<file path="config.mk">
export PLATFORM = sky130hd
export DESIGN_NAME = l2_evict_buffer
export DESIGN_NICKNAME = d
export VERILOG_FILES = /design/src/rtl/l2_evict_buffer.sv
export SDC_FILE = /design/constraint.sdc
export NUM_CORES = 2
export LEC_CHECK = 0
export CORE_MARGIN = 1
export CORE_UTILIZATION = 25
export CTS_CLUSTER_DIAMETER = 150
export DETAILED_ROUTE_END_ITERATION = 10
export MAX_ROUTING_LAYER = met4
export SETUP_SLACK_MARGIN = 0.3
export SLEW_MARGIN = 20
export SYNTH_ARGS = -nofsm -noshare
export SYNTH_HDL_FRONTEND = slang
export SYNTH_SLANG_ARGS = --single-unit
</file>
<file path="constraint.sdc">
create_clock -name clk -period 21.2 [get_ports clk]
set_input_delay 4.24 -clock clk [delete_from_list [all_inputs] [get_ports clk]]
set_output_delay 4.24 -clock clk [all_outputs]
set_load 0.02 [all_outputs]
</file>
<file path="src/rtl/l2_evict_buffer.sv">
// Eviction write buffer between the L2 cache and the L2 memory arbiter.
// Dirty lines queue in a circular FIFO and drain one at a time to the arbiter.
// A repeat eviction coalesces into an unlocked matching entry. Lookups are
// forwarded from the youngest matching entry, so a refill never reads stale pmem.
module l2_evict_buffer #(
    parameter int unsigned DEPTH = 4,
    parameter int unsigned PTR_W = $clog2(DEPTH)
) (
    input  logic         clk,
    input  logic         reset,
    input  logic         l2_evict_write,
    input  logic [31:0]  l2_evict_addr,
    input  logic [255:0] l2_evict_wdata,
    output logic         evict_resp,
    input  logic [31:0]  lookup_addr,
    output logic         lookup_hit,
    output logic [255:0] lookup_rdata,
    output logic         ewb_write,
    output logic [31:0]  ewb_addr,
    output logic [255:0] ewb_wdata,
    input  logic         arb_ewb_resp,
    output logic         ewb_empty,
    output logic         ewb_full
);

    localparam int unsigned CNT_W = PTR_W + 1;
    localparam logic [CNT_W-1:0] FULL_CNT = CNT_W'(DEPTH);

    localparam logic [1:0] ST_IDLE   = 2'd0;
    localparam logic [1:0] ST_DRAIN  = 2'd1;
    localparam logic [1:0] ST_RETIRE = 2'd2;

    logic [DEPTH-1:0]   valid_q, valid_d;
    logic [26:0]        tag_q   [DEPTH];
    logic [26:0]        tag_d   [DEPTH];
    logic [255:0]       data_q  [DEPTH];
    logic [255:0]       data_d  [DEPTH];
    logic [PTR_W-1:0]   head_q, head_d;
    logic [PTR_W-1:0]   tail_q, tail_d;
    logic [CNT_W-1:0]   count_q, count_d;
    logic [1:0]         state_q, state_d;
    logic               evict_resp_q, evict_resp_d;

    logic [26:0]        evict_tag;
    logic [26:0]        lookup_tag;
    logic               head_locked;
    logic               coal_hit;
    logic [PTR_W-1:0]   coal_idx;
    logic               fwd_hit;
    logic [PTR_W-1:0]   fwd_idx;
    logic               accept;
    logic               enqueue;
    logic               retire;
    logic               unused_addr_bits;

    assign evict_tag   = l2_evict_addr[31:5];
    assign lookup_tag  = lookup_addr[31:5];
    assign head_locked = (state_q == ST_DRAIN) || (state_q == ST_RETIRE);
    assign unused_addr_bits = ^{l2_evict_addr[4:0], lookup_addr[4:0]};

    // Walk entries oldest-to-youngest so the last match found is the youngest.
    always_comb begin
        logic [PTR_W-1:0] idx;
        idx      = '0;
        coal_hit = 1'b0;
        coal_idx = '0;
        fwd_hit  = 1'b0;
        fwd_idx  = '0;
        for (int k = 0; k < DEPTH; k++) begin
            idx = head_q + PTR_W'(k);
            if (valid_q[idx] && (tag_q[idx] == evict_tag) &&
                !(head_locked && (idx == head_q))) begin
                coal_hit = 1'b1;
                coal_idx = idx;
            end
            if (valid_q[idx] && (tag_q[idx] == lookup_tag)) begin
                fwd_hit = 1'b1;
                fwd_idx = idx;
            end
        end
    end

    // A request in its evict_resp cycle is never re-accepted, so a held request enqueues once.
    assign accept  = l2_evict_write && !evict_resp_q && (coal_hit || (count_q < FULL_CNT));
    assign enqueue = accept && !coal_hit;
    assign retire  = (state_q == ST_RETIRE);

    // Next-state for storage, pointers, count and drain FSM.
    always_comb begin
        valid_d      = valid_q;
        tag_d        = tag_q;
        data_d       = data_q;
        head_d       = head_q;
        tail_d       = tail_q;
        count_d      = count_q;
        state_d      = state_q;
        evict_resp_d = accept;

        if (accept) begin
            if (coal_hit) begin
                data_d[coal_idx] = l2_evict_wdata;
            end else begin
                valid_d[tail_q] = 1'b1;
                tag_d[tail_q]   = evict_tag;
                data_d[tail_q]  = l2_evict_wdata;
                tail_d          = tail_q + 1'b1;
            end
        end

        if (retire) begin
            valid_d[head_q] = 1'b0;
            head_d          = head_q + 1'b1;
        end

        unique case ({enqueue, retire})
            2'b10:   count_d = count_q + 1'b1;
            2'b01:   count_d = count_q - 1'b1;
            default: count_d = count_q;
        endcase

        unique case (state_q)
            ST_IDLE:   if (count_q != '0) state_d = ST_DRAIN;
            ST_DRAIN:  if (arb_ewb_resp) state_d = ST_RETIRE;
            ST_RETIRE: state_d = ST_IDLE;
            default:   state_d = ST_IDLE;
        endcase
    end

    // Control state with asynchronous reset.
    always_ff @(posedge clk or posedge reset) begin
        if (reset) begin
            valid_q      <= '0;
            head_q       <= '0;
            tail_q       <= '0;
            count_q      <= '0;
            state_q      <= ST_IDLE;
            evict_resp_q <= 1'b0;
        end else begin
            valid_q      <= valid_d;
            head_q       <= head_d;
            tail_q       <= tail_d;
            count_q      <= count_d;
            state_q      <= state_d;
            evict_resp_q <= evict_resp_d;
        end
    end

    // Tag and line storage; contents are qualified by valid_q, so no reset.
    always_ff @(posedge clk) begin
        tag_q  <= tag_d;
        data_q <= data_d;
    end

    assign evict_resp   = evict_resp_q;
    assign ewb_write    = (state_q == ST_DRAIN);
    assign ewb_addr     = {tag_q[head_q], 5'b0};
    assign ewb_wdata    = data_q[head_q];
    assign lookup_hit   = fwd_hit;
    assign lookup_rdata = fwd_hit ? data_q[fwd_idx] : '0;
    assign ewb_empty    = (count_q == '0);
    assign ewb_full     = (count_q == FULL_CNT);

endmodule

</file>
==> results.md <==
* Status: completed
* Die H at 591 um
* Vias at 81800
* TritonCTS buffer count at 148
* Rows at 215
* CP max FO at 121
* Die Area at 349000 um2
* Largest net degree at the start of global routing at 212
* Fin nets at 9876
* CTS tree: done
* Maximum Capacitance Violations at 0
* CP peak stage delay at 1040 ps
* Post-route minimum period at 15510 ps
* HP Class: flop to flop
* I/O Pins at 873
* Layout area overhead at 18.6%
* Top_reg_cell synth: edfxtp_1
* Tightest Pin Transition at 1350 ps
* Peak VDD IR at 0.142 mV
* Syn Inst Count at 9457
* Startpoint types: input pin
* RSZ-0062 raised after global routing: no
* Die width at 591 um
* Initial Util at 25.2%
* RePlAce Congestion at 1.05
* DRC violations left at 0
* Rel. slew slack at 10.0%
* Sequential share of power at 26.9%
* Switching share of power at 44.4%
* First-pass GRT wire length at 536000 um
* Hold path depth at 1
* Clk slew on worst S/H paths at 60 ps
* DP Area at 98200 um2
* Critical path data arrival time at 11270 ps
* Wire length per cell at 26.1 um
* Cell area after synthesis at 86700 um2
* P per Cell Area at 118 nW/um2
* Post-synth top area share at 39.2%
* CORE AREA at 344000 um2
* Worst skew pair latency at 850 ps
* CP Cell Sequence: clkdlybuf4s50_1, inv_1, xnor2_1, nand3_1, a2111oi_0, o2111ai_1, and4b_4, buf_12, buf_4, nand3_1, a31o_1, a21oi_1, clkdlybuf4s50_1
* Yosys reg bits at 1146
* Sequential area share after synthesis at 39.6%
* Critical path's slowest cell: and4b_4
* Most frequent cell after synthesis: nand3_1
* Grt ovf at 0
* Top cells by count, synth: 2054 x nand3_1, 1132 x edfxtp_1, 794 x nand2_1, 774 x and2_1, 655 x clkbuf_1
* Initial antenna violation count at 68
* CP Class: input pin to output port
* Synth area leader: edfxtp_1
* Vias/cell at 5.73
* Ys Warns at 0
* Post-CTS Setup Repair Bufs at 0
* CTS Buffer Depth at 4
* Iter 0 DRT Violations at 9843
* Htree depth at 4
* # port buffers at 857
* Hold Violations, Final at 0
* Vias in the first global route at 74700
* R2r setup slk at 10550 ps
* Total GRT Usage at 20.9%
* Share of layout cells above drive strength 1 at 7.73%
* WP data required at 16960 ps
* Internal power at 6760 uW
* Synthesized area per cell at 9.17 um2
* Design area at 103000 um2
* Endpoints failing setup at 0
* EDFF count, synth at 1132
* Pleak at 0.0342 uW
* Synth area leaders: edfxtp_1 39%, nand3_1 12%, mux4_2 8.9%
* Final Skew at 60.8 ps
* CP endpoint kind: output port
* Gate power share at 53.0%
* Clk pwr share at 20.1%
* # resized after CTS at 0
* Post-Route WL at 373000 um
* Synth cell types at 83
* Reg2Reg Depth at 16
* CTS Sinks at 1146
* Tcrit/Tclk final at 73.2%
* Hold Buf Count CTS at 0
* Final number of max-transition violations at 0
* DRT antenna net count at 0
* Psw at 5400 uW
* DP HPWL at 224000 um
* Setup TNS Final at 0 ps
* Max Fclk at 64.5 MHz
* Clk root buf: clkbuf_16
* Async SR Flop Fraction at 1.22%
* First-pass iteration count of the detailed router at 8
-- power by group through the flow --
stage	logic, uW	clock network (uW)	registers (uW)
2_1_floorplan	4000	0	3290
3_3_place_gp	6300	0	3300
3_5_place_dp	6330	0	3300
4_1_cts	6360	2480	3260
5_1_grt	6760	2550	3310
6_report	6450	2440	3270
-- registers in the layout, indices dropped and copies added, names as in the netlist --
| name | cells |
|---|---|
| valid_q | 4 |
| tag_q | 108 |
| count_q | 3 |
| state_q | 2 |
| head_q | 2 |
| data_q | 1024 |
| evict_resp | 1 |
| tail_q | 2 |
-- final cells by class --
cell class	instances	area (um2)
fillers	35500	241000
multi-input cells	6936	46800
flip-flops and latches	1146	34400
repair buffers	1006	10200
well taps	4557	5700
clock buffers	187	3890
inverters	301	1140
clock inverters	77	592
diodes	63	158
-- final timing paths --
check	to	start
worst min register to register	count_q[0]	count_q[0]
worst max-delay path	lookup_rdata[159]	lookup_addr[16]
worst max register to register	data_q[619]	head_q[1]
max in group asynchronous	head_q[1]	reset
worst min-delay path	count_q[0]	count_q[0]
min in group asynchronous	evict_resp	reset
-- through the flow --
stage / util, % / power (uW) / hold slack [ps] / instances / worst slack, ps
2_1_floorplan: - / 7290 / 490 / 9461 / 3300
6_report: 29.9 / 12200 / 527 / 14300 / 5690
4_1_cts: 29.8 / 12100 / 526 / 14200 / 5980
3_5_place_dp: 28.5 / 9630 / 511 / 13900 / 6000
5_1_grt: 29.9 / 12600 / 564 / 14300 / 5530
3_3_place_gp: 28.5 / 9590 / 511 / 13900 / 6010
-- cell usage in the layout (no fill, tap or decap), types with 10 or more instances in the layout --
master              n
nand4_1            38
clkinv_2           19
nor2b_1           260
nor4_1             13
mux2i_1           127
a21oi_1           532
buf_4             110
a31o_1            255
xnor2_1           140
and2_1            771
clkdlybuf4s50_1   857
buf_12             39
clkbuf_16         149
clkbuf_1           36
xor2_1             36
o22ai_1            26
mux2_2             19
edfxtp_1         1132
diode_2            63
o31ai_1           256
ha_1               11
o311ai_0          255
dfrtp_1            12
nor3_1             17
nand3_1          2053
clkinv_1           34
nor2_1             30
o21ai_0           276
and3_1            262
mux4_2            342
a211oi_1          263
inv_1             300
a22oi_1            10
nand2_1           794
-- worst max-delay path, delay by kind of cell --
| kind | cells | cell delay (ps) |
|---|---|---|
| xor+xnor | 1 | 240 |
| buf+inv | 5 | 2940 |
| simple gates | 3 | 1330 |
| compound gates | 4 | 2020 |
-- logic make-up (layout without fill, tap and decap cells) --
group / Yosys count / after routing / share of synthesized area (%)
adder cells (fa/ha/maj): 13 / 13 / 0.196
other: 1 / 68 / 0.00432
buffers and inverters: 1379 / 1571 / 6.64
multiplexers: 491 / 491 / 10.6
AO/OA/AOI/OAI: 1958 / 1958 / 15.4
XOR/XNOR: 176 / 176 / 1.78
flip-flops: 1146 / 1146 / 39.6
AND/OR/NAND/NOR: 4293 / 4293 / 25.7
-- metal layers --
| metal | vias to the layer above | global-route usage, % | wire, um |
|---|---|---|---|
| met5 | - | - | 0 |
| met4 | 0 | 7.82 | 14700 |
| met2 | 4912 | 31.8 | 168000 |
| met1 | 40500 | 26.8 | 150000 |
| met3 | 624 | 4.94 | 40400 |
| li1 | 35700 | - | - |
No activity file was read; power rests on OpenSTA's default activity.
